### config.mk
export PLATFORM = sky130hd
export DESIGN_NAME = issue_rat_freelist_ctrl
export DESIGN_NICKNAME = d
export VERILOG_FILES = /design/src/rtl/issue_rat_freelist_ctrl_pkg.sv /design/src/rtl/issue_rat_freelist_prefetch_buf.sv /design/src/rtl/issue_rat_freelist_ctrl.sv
export SDC_FILE = /design/constraint.sdc
export NUM_CORES = 1
export LEC_CHECK = 0
export BUFFER_PORTS_ARGS = -buffer_cell sky130_fd_sc_hd__buf_4
export CAP_MARGIN = 5
export CORE_ASPECT_RATIO = 1.2
export CORE_MARGIN = 2
export CORE_UTILIZATION = 42
export CTS_BUF_LIST = sky130_fd_sc_hd__clkbuf_8 sky130_fd_sc_hd__clkbuf_16
export DETAILED_ROUTE_END_ITERATION = 10
export GPL_ROUTABILITY_DRIVEN = 0
export SETUP_SLACK_MARGIN = 0.2
export SLEW_MARGIN = 30
export SYNTH_ARGS = -nofsm -noshare
export SYNTH_HDL_FRONTEND = slang
export SYNTH_SLANG_ARGS = --single-unit
### constraint.sdc
create_clock -name clk -period 3.3 [get_ports clk]
set_input_delay 0.33 -clock clk [delete_from_list [all_inputs] [get_ports clk]]
set_output_delay 0.33 -clock clk [all_outputs]
set_load 0.02 [all_outputs]
### src/rtl/issue_rat_freelist_ctrl_pkg.sv
// Shared definitions for the issue-stage RAT free-list controller:
// PRF index width and controller FSM state encoding.
package issue_rat_freelist_ctrl_pkg;

   localparam int unsigned PRF_W = 6;

   typedef enum logic {
      ST_IDLE = 1'b0,
      ST_WALK = 1'b1
   } state_t;

endpackage

### src/rtl/issue_rat_freelist_prefetch_buf.sv
// Two-entry FIFO holding PRFs fetched ahead from the free list so that an
// allocation can be granted the cycle after the acquire handshake.
module issue_rat_freelist_prefetch_buf
   import issue_rat_freelist_ctrl_pkg::*;
(
   input  logic             clk,
   input  logic             reset,
   input  logic             i_push,
   input  logic [PRF_W-1:0] i_push_prf,
   input  logic             i_pop,
   output logic             o_push_ready,
   output logic             o_nonempty,
   output logic [PRF_W-1:0] o_head_prf
);

   logic [PRF_W-1:0] r_mem [2];
   logic             r_rd;
   logic             r_wr;
   logic [1:0]       r_cnt;
   logic             w_push;
   logic             w_pop;

   assign o_push_ready = (r_cnt != 2'd2);
   assign o_nonempty   = (r_cnt != 2'd0);
   assign o_head_prf   = r_mem[r_rd];
   assign w_push       = i_push & o_push_ready;
   assign w_pop        = i_pop & o_nonempty;

   always_ff @(posedge clk) begin
      if (w_push) r_mem[r_wr] <= i_push_prf;
   end

   always_ff @(posedge clk) begin
      if (reset) begin
         r_rd  <= 1'b0;
         r_wr  <= 1'b0;
         r_cnt <= 2'd0;
      end else begin
         if (w_push) r_wr <= ~r_wr;
         if (w_pop)  r_rd <= ~r_rd;
         case ({w_push, w_pop})
            2'b10:   r_cnt <= r_cnt + 2'd1;
            2'b01:   r_cnt <= r_cnt - 2'd1;
            default: r_cnt <= r_cnt;
         endcase
      end
   end

endmodule

### src/rtl/issue_rat_freelist_ctrl.sv
// Rename free-list controller: prefetches PRFs, logs every allocation, and on
// a flush walks the un-retired log entries back to the free list.
module issue_rat_freelist_ctrl
   import issue_rat_freelist_ctrl_pkg::*;
#(
   parameter int unsigned LOG_DEPTH_LOG2 = 5
) (
   input  logic             clk,
   input  logic             reset,
   input  logic             i_alloc_valid,
   output logic             o_alloc_ready,
   output logic [PRF_W-1:0] o_alloc_prf,
   input  logic             i_retire_valid,
   input  logic [PRF_W-1:0] i_commit_prf,
   input  logic             i_commit_valid,
   output logic             o_commit_ready,
   input  logic             i_flush,
   output logic             o_busy,
   output logic             o_fl_acquire_ready,
   input  logic [PRF_W-1:0] i_fl_acquire_prf,
   input  logic             i_fl_acquire_valid,
   output logic [PRF_W-1:0] o_fl_redeemed_prf,
   output logic             o_fl_redeemed_valid,
   input  logic             i_fl_redeemed_ready,
   output logic [PRF_W-1:0] o_fl_abandoned_prf,
   output logic             o_fl_abandoned_valid,
   input  logic             i_fl_abandoned_ready
);

   localparam int unsigned PTR_W = LOG_DEPTH_LOG2 + 1;
   localparam int unsigned DEPTH = 1 << LOG_DEPTH_LOG2;

   state_t           r_state, w_state_nxt;
   logic [PTR_W-1:0] r_head, r_tail, r_walk;
   logic [PTR_W-1:0] w_head_nxt, w_tail_nxt, w_walk_nxt;
   logic [PTR_W-1:0] w_head_post, w_tail_m1;
   logic [PRF_W-1:0] r_log [DEPTH];
   logic             w_buf_nonempty;
   logic [PRF_W-1:0] w_buf_head;
   logic             w_full, w_empty, w_idle;
   logic             w_alloc_fire, w_retire;

   issue_rat_freelist_prefetch_buf u_prefetch_buf (
      .clk          (clk),
      .reset        (reset),
      .i_push       (i_fl_acquire_valid),
      .i_push_prf   (i_fl_acquire_prf),
      .i_pop        (w_alloc_fire),
      .o_push_ready (o_fl_acquire_ready),
      .o_nonempty   (w_buf_nonempty),
      .o_head_prf   (w_buf_head)
   );

   assign w_idle  = (r_state == ST_IDLE);
   assign w_empty = (r_head == r_tail);
   assign w_full  = (r_head[LOG_DEPTH_LOG2-1:0] == r_tail[LOG_DEPTH_LOG2-1:0]) &&
                    (r_head[LOG_DEPTH_LOG2] != r_tail[LOG_DEPTH_LOG2]);

   assign o_alloc_ready = w_idle & w_buf_nonempty & ~w_full & ~i_flush;
   assign o_alloc_prf   = w_buf_head;
   assign w_alloc_fire  = i_alloc_valid & o_alloc_ready;
   assign w_retire      = w_idle & i_retire_valid & ~w_empty;
   assign w_head_post   = r_head + PTR_W'(w_retire);
   assign w_tail_m1     = r_tail - PTR_W'(1);

   assign o_busy               = ~w_idle;
   assign o_fl_abandoned_valid = ~w_idle;
   assign o_fl_abandoned_prf   = r_log[r_walk[LOG_DEPTH_LOG2-1:0]];

   // Commit releases bypass the FSM entirely so they flow even mid-walk.
   assign o_fl_redeemed_prf   = i_commit_prf;
   assign o_fl_redeemed_valid = i_commit_valid;
   assign o_commit_ready      = i_fl_redeemed_ready;

   always_ff @(posedge clk) begin
      if (w_alloc_fire) r_log[r_tail[LOG_DEPTH_LOG2-1:0]] <= w_buf_head;
   end

   always_ff @(posedge clk) begin
      if (reset) begin
         r_state <= ST_IDLE;
         r_head  <= '0;
         r_tail  <= '0;
         r_walk  <= '0;
      end else begin
         r_state <= w_state_nxt;
         r_head  <= w_head_nxt;
         r_tail  <= w_tail_nxt;
         r_walk  <= w_walk_nxt;
      end
   end

   always_comb begin
      w_state_nxt = r_state;
      w_head_nxt  = r_head;
      w_tail_nxt  = r_tail;
      w_walk_nxt  = r_walk;
      case (r_state)
         ST_IDLE: begin
            // Same-cycle retire is folded in before deciding whether to walk.
            w_head_nxt = w_head_post;
            if (w_alloc_fire) w_tail_nxt = r_tail + PTR_W'(1);
            if (i_flush && (w_head_post != r_tail)) begin
               w_walk_nxt  = w_head_post;
               w_state_nxt = ST_WALK;
            end
         end
         ST_WALK: begin
            if (i_fl_abandoned_ready) begin
               w_walk_nxt = r_walk + PTR_W'(1);
               if (r_walk == w_tail_m1) begin
                  w_head_nxt  = r_tail;
                  w_state_nxt = ST_IDLE;
               end
            end
         end
         default: w_state_nxt = ST_IDLE;
      endcase
   end

endmodule

==> run metrics <==
Placed Cells incl. Taps 901; Netlist Area Pre-Place 9970 sq um; headroom to the max-slew limit 0.460; Tot GR Track Use 0.174; CTS Root Cell clkbuf_16; crit end category primary output; Final Hold Violating Endpoints 0; outcome finished, final reports clean; Cell Chain, Critical Path buf_4, mux4_2, mux4_2, mux2_2, buf_4; antenna cells 0; DRT Wirelength 21300 microns; dominant synthesized flop cell edfxtp_1; Worst path max stage delay around 0.55 ns; total number of vias between 5000 and 6000; CP required slightly below 3 ns; CTS tree yes; nets 645; Reg area ~6700 sq um; die height 173 microns; row count 61; Worst Tran Pin Value 0.809 ns; Routed wire per std cell 22.6 microns; worst hold path type input port to flop; CTS buffer count 23; 1st-pass router iterations 5; Yosys Warn Count 0; critical path type flop to primary output; initial antenna violation count 0; initial drt markers 429; Layout area overhead 12.8%; area of the multi-input gates 2990 sq um; Netlist cell types 53; design area roughly 11000 sq um; Peak VDD IR between 0.3 and 0.4 mV; Skew-Pair Late Insertion Delay approximately 0.49 ns; Mapped Cells 586; drt via density 5.66; placed inst area 10500 sq um; setup_tns 0 ns; asr flop ratio synth 0; total grt overflow 0; endpoints failing setup 0; Finished Layout Cells roughly 940; I/O Buffers 28; commonest non-fill, non-tap cell in the layout edfxtp_1; clock-pin transition on the worst setup and hold timing paths 0.06 ns; die footprint 25000 sq um; unrepaired setup endpoints after global routing false; vias in the first global route 5460; Antenna Violating Nets Remaining 0; worst hold slack 0.0218 ns; most frequent cells in the layout edfxtp_1, mux4_2, buf_4; Seq/Total Area, Yosys 0.673; Core ar. 23300 sq um; Synth Net Count between 600 and 700; # IOs 45; share of post-route cells with drive strength above 1 0.269; static leakage 3.74 nW; largest net degree at the start of global routing 34; Post-CTS Hold Buffers 0; slowest library cell on the worst path mux4_2; startpoint types flop; drt drc 0; H-tree depth 1; Core Util, Final 0.483; Syn Area/Cell 17.0 sq um; Seq cells post-synth 233; MaxCap Viol Count 0; Max FO, Critical Path 9; Buffers & Inverters on Critical Path 2; initial core utilization 0.428; Final Max Slew Viols 0; Final HPWL DP 13900 microns; delay-heaviest family, CP multiplexers; DIE WIDTH approximately 140 microns; Tot Pwr 7.88 mW; fmax 330 MHz; CTS max path bufs 3; worst setup slack after layout 0.269 ns; CP arrival around 2.7 ns; Sink Count 233; Pwr Density 700 nW/um^2; skew final 0.00982 ns; fin crit share 0.919; EDFF count, synth 204; post-route minimum period 3.03 ns; # fillers 1941; Post-Place Setup Slack 0.133 ns; first-pass GRT wire length 33000 microns
[synth_stat cells (9+ instances only)]
library cell | count | area share
and3_1 | 36 | 0.023
mux2_2 | 13 | 0.015
mux4_2 | 60 | 0.14
clkbuf_1 | 15 | 0.0056
buf_2 | 12 | 0.0060
xor2_1 | 14 | 0.012
edfxtp_1 | 204 | 0.61
nand3_1 | 9 | 0.0045
ha_1 | 9 | 0.011
buf_4 | 10 | 0.0075
o21ai_0 | 13 | 0.0065
nand2_1 | 20 | 0.0075
inv_1 | 14 | 0.0053
dfxtp_1 | 29 | 0.058
nor2_1 | 20 | 0.0075
a21oi_1 | 13 | 0.0065
xnor2_1 | 12 | 0.011
[kinds of logic after synthesis]
logic type | Yosys count | synth area share
and+or+nand+nor | 118 | 0.0630
AOI/OAI and AO/OA | 61 | 0.0433
buffers and inverters | 61 | 0.0306
adders and majority gates | 9 | 0.0113
DFF | 233 | 0.673
xor gates and xnor gates | 27 | 0.0245
muxes | 77 | 0.154
[flip-flops by register name, indices dropped and copies added, names as in the netlist, named ones only]
signal,flops
o_busy,1
r_head,6
r_log,192
r_tail,6
r_walk,6
u_prefetch_buf.r_cnt,2
u_prefetch_buf.r_mem,12
u_prefetch_buf.r_rd,1
u_prefetch_buf.r_wr,1
[layout make-up]
cell class | instances | area share
Sequential cell | 233 | 0.597
Multi-Input combinational cell | 292 | 0.266
Clock buffer | 23 | 0.0512
Timing Repair Buffer | 51 | 0.0362
Tap cell | 315 | 0.0351
Clock inverter | 16 | 0.00957
Inverter | 14 | 0.00467
[report_power, final]
part           switching, mW  total, mW  internal (mW)
sequential             0.114       3.54           3.43
clock                   1.06       2.40           1.35
combinational           1.05       1.93          0.880
total                   2.22       7.88           5.66
[path summary, 6_finish.rpt]
check / from / end / slack (ns) / cells past startpoint
setup / recovery: flop / o_fl_abandoned_prf[5] / 0.27 / 5
hold / removal: i_fl_acquire_prf[2] / u_prefetch_buf.r_mem[0][2] / 0.02 / 1
setup reg to reg: r_head[4] / flop / 0.44 / 11
hold reg to reg: u_prefetch_buf.r_rd / flop / 0.53 / 2
[what timing repair did]
action | in CTS | in global routing
pin swaps | 0 | 0
cloned | 0 | 0
setup buffers | 2 | 2
endpoints found under the setup margin | 17 | 16
gates resized for setup | 2 | 10
[routing by layer]
| metal | track usage | up-vias | wire [microns] |
|---|---|---|---|
| met2 | 0.297 | 136 | 10900 |
| li1 | - | 2390 | - |
| met3 | 0.0199 | 32 | 1030 |
| met1 | 0.239 | 2782 | 8940 |
| met4 | 0.0400 | 0 | 387 |
| met5 | 0 | - | 0 |
Power figures use the tool's default switching activity.
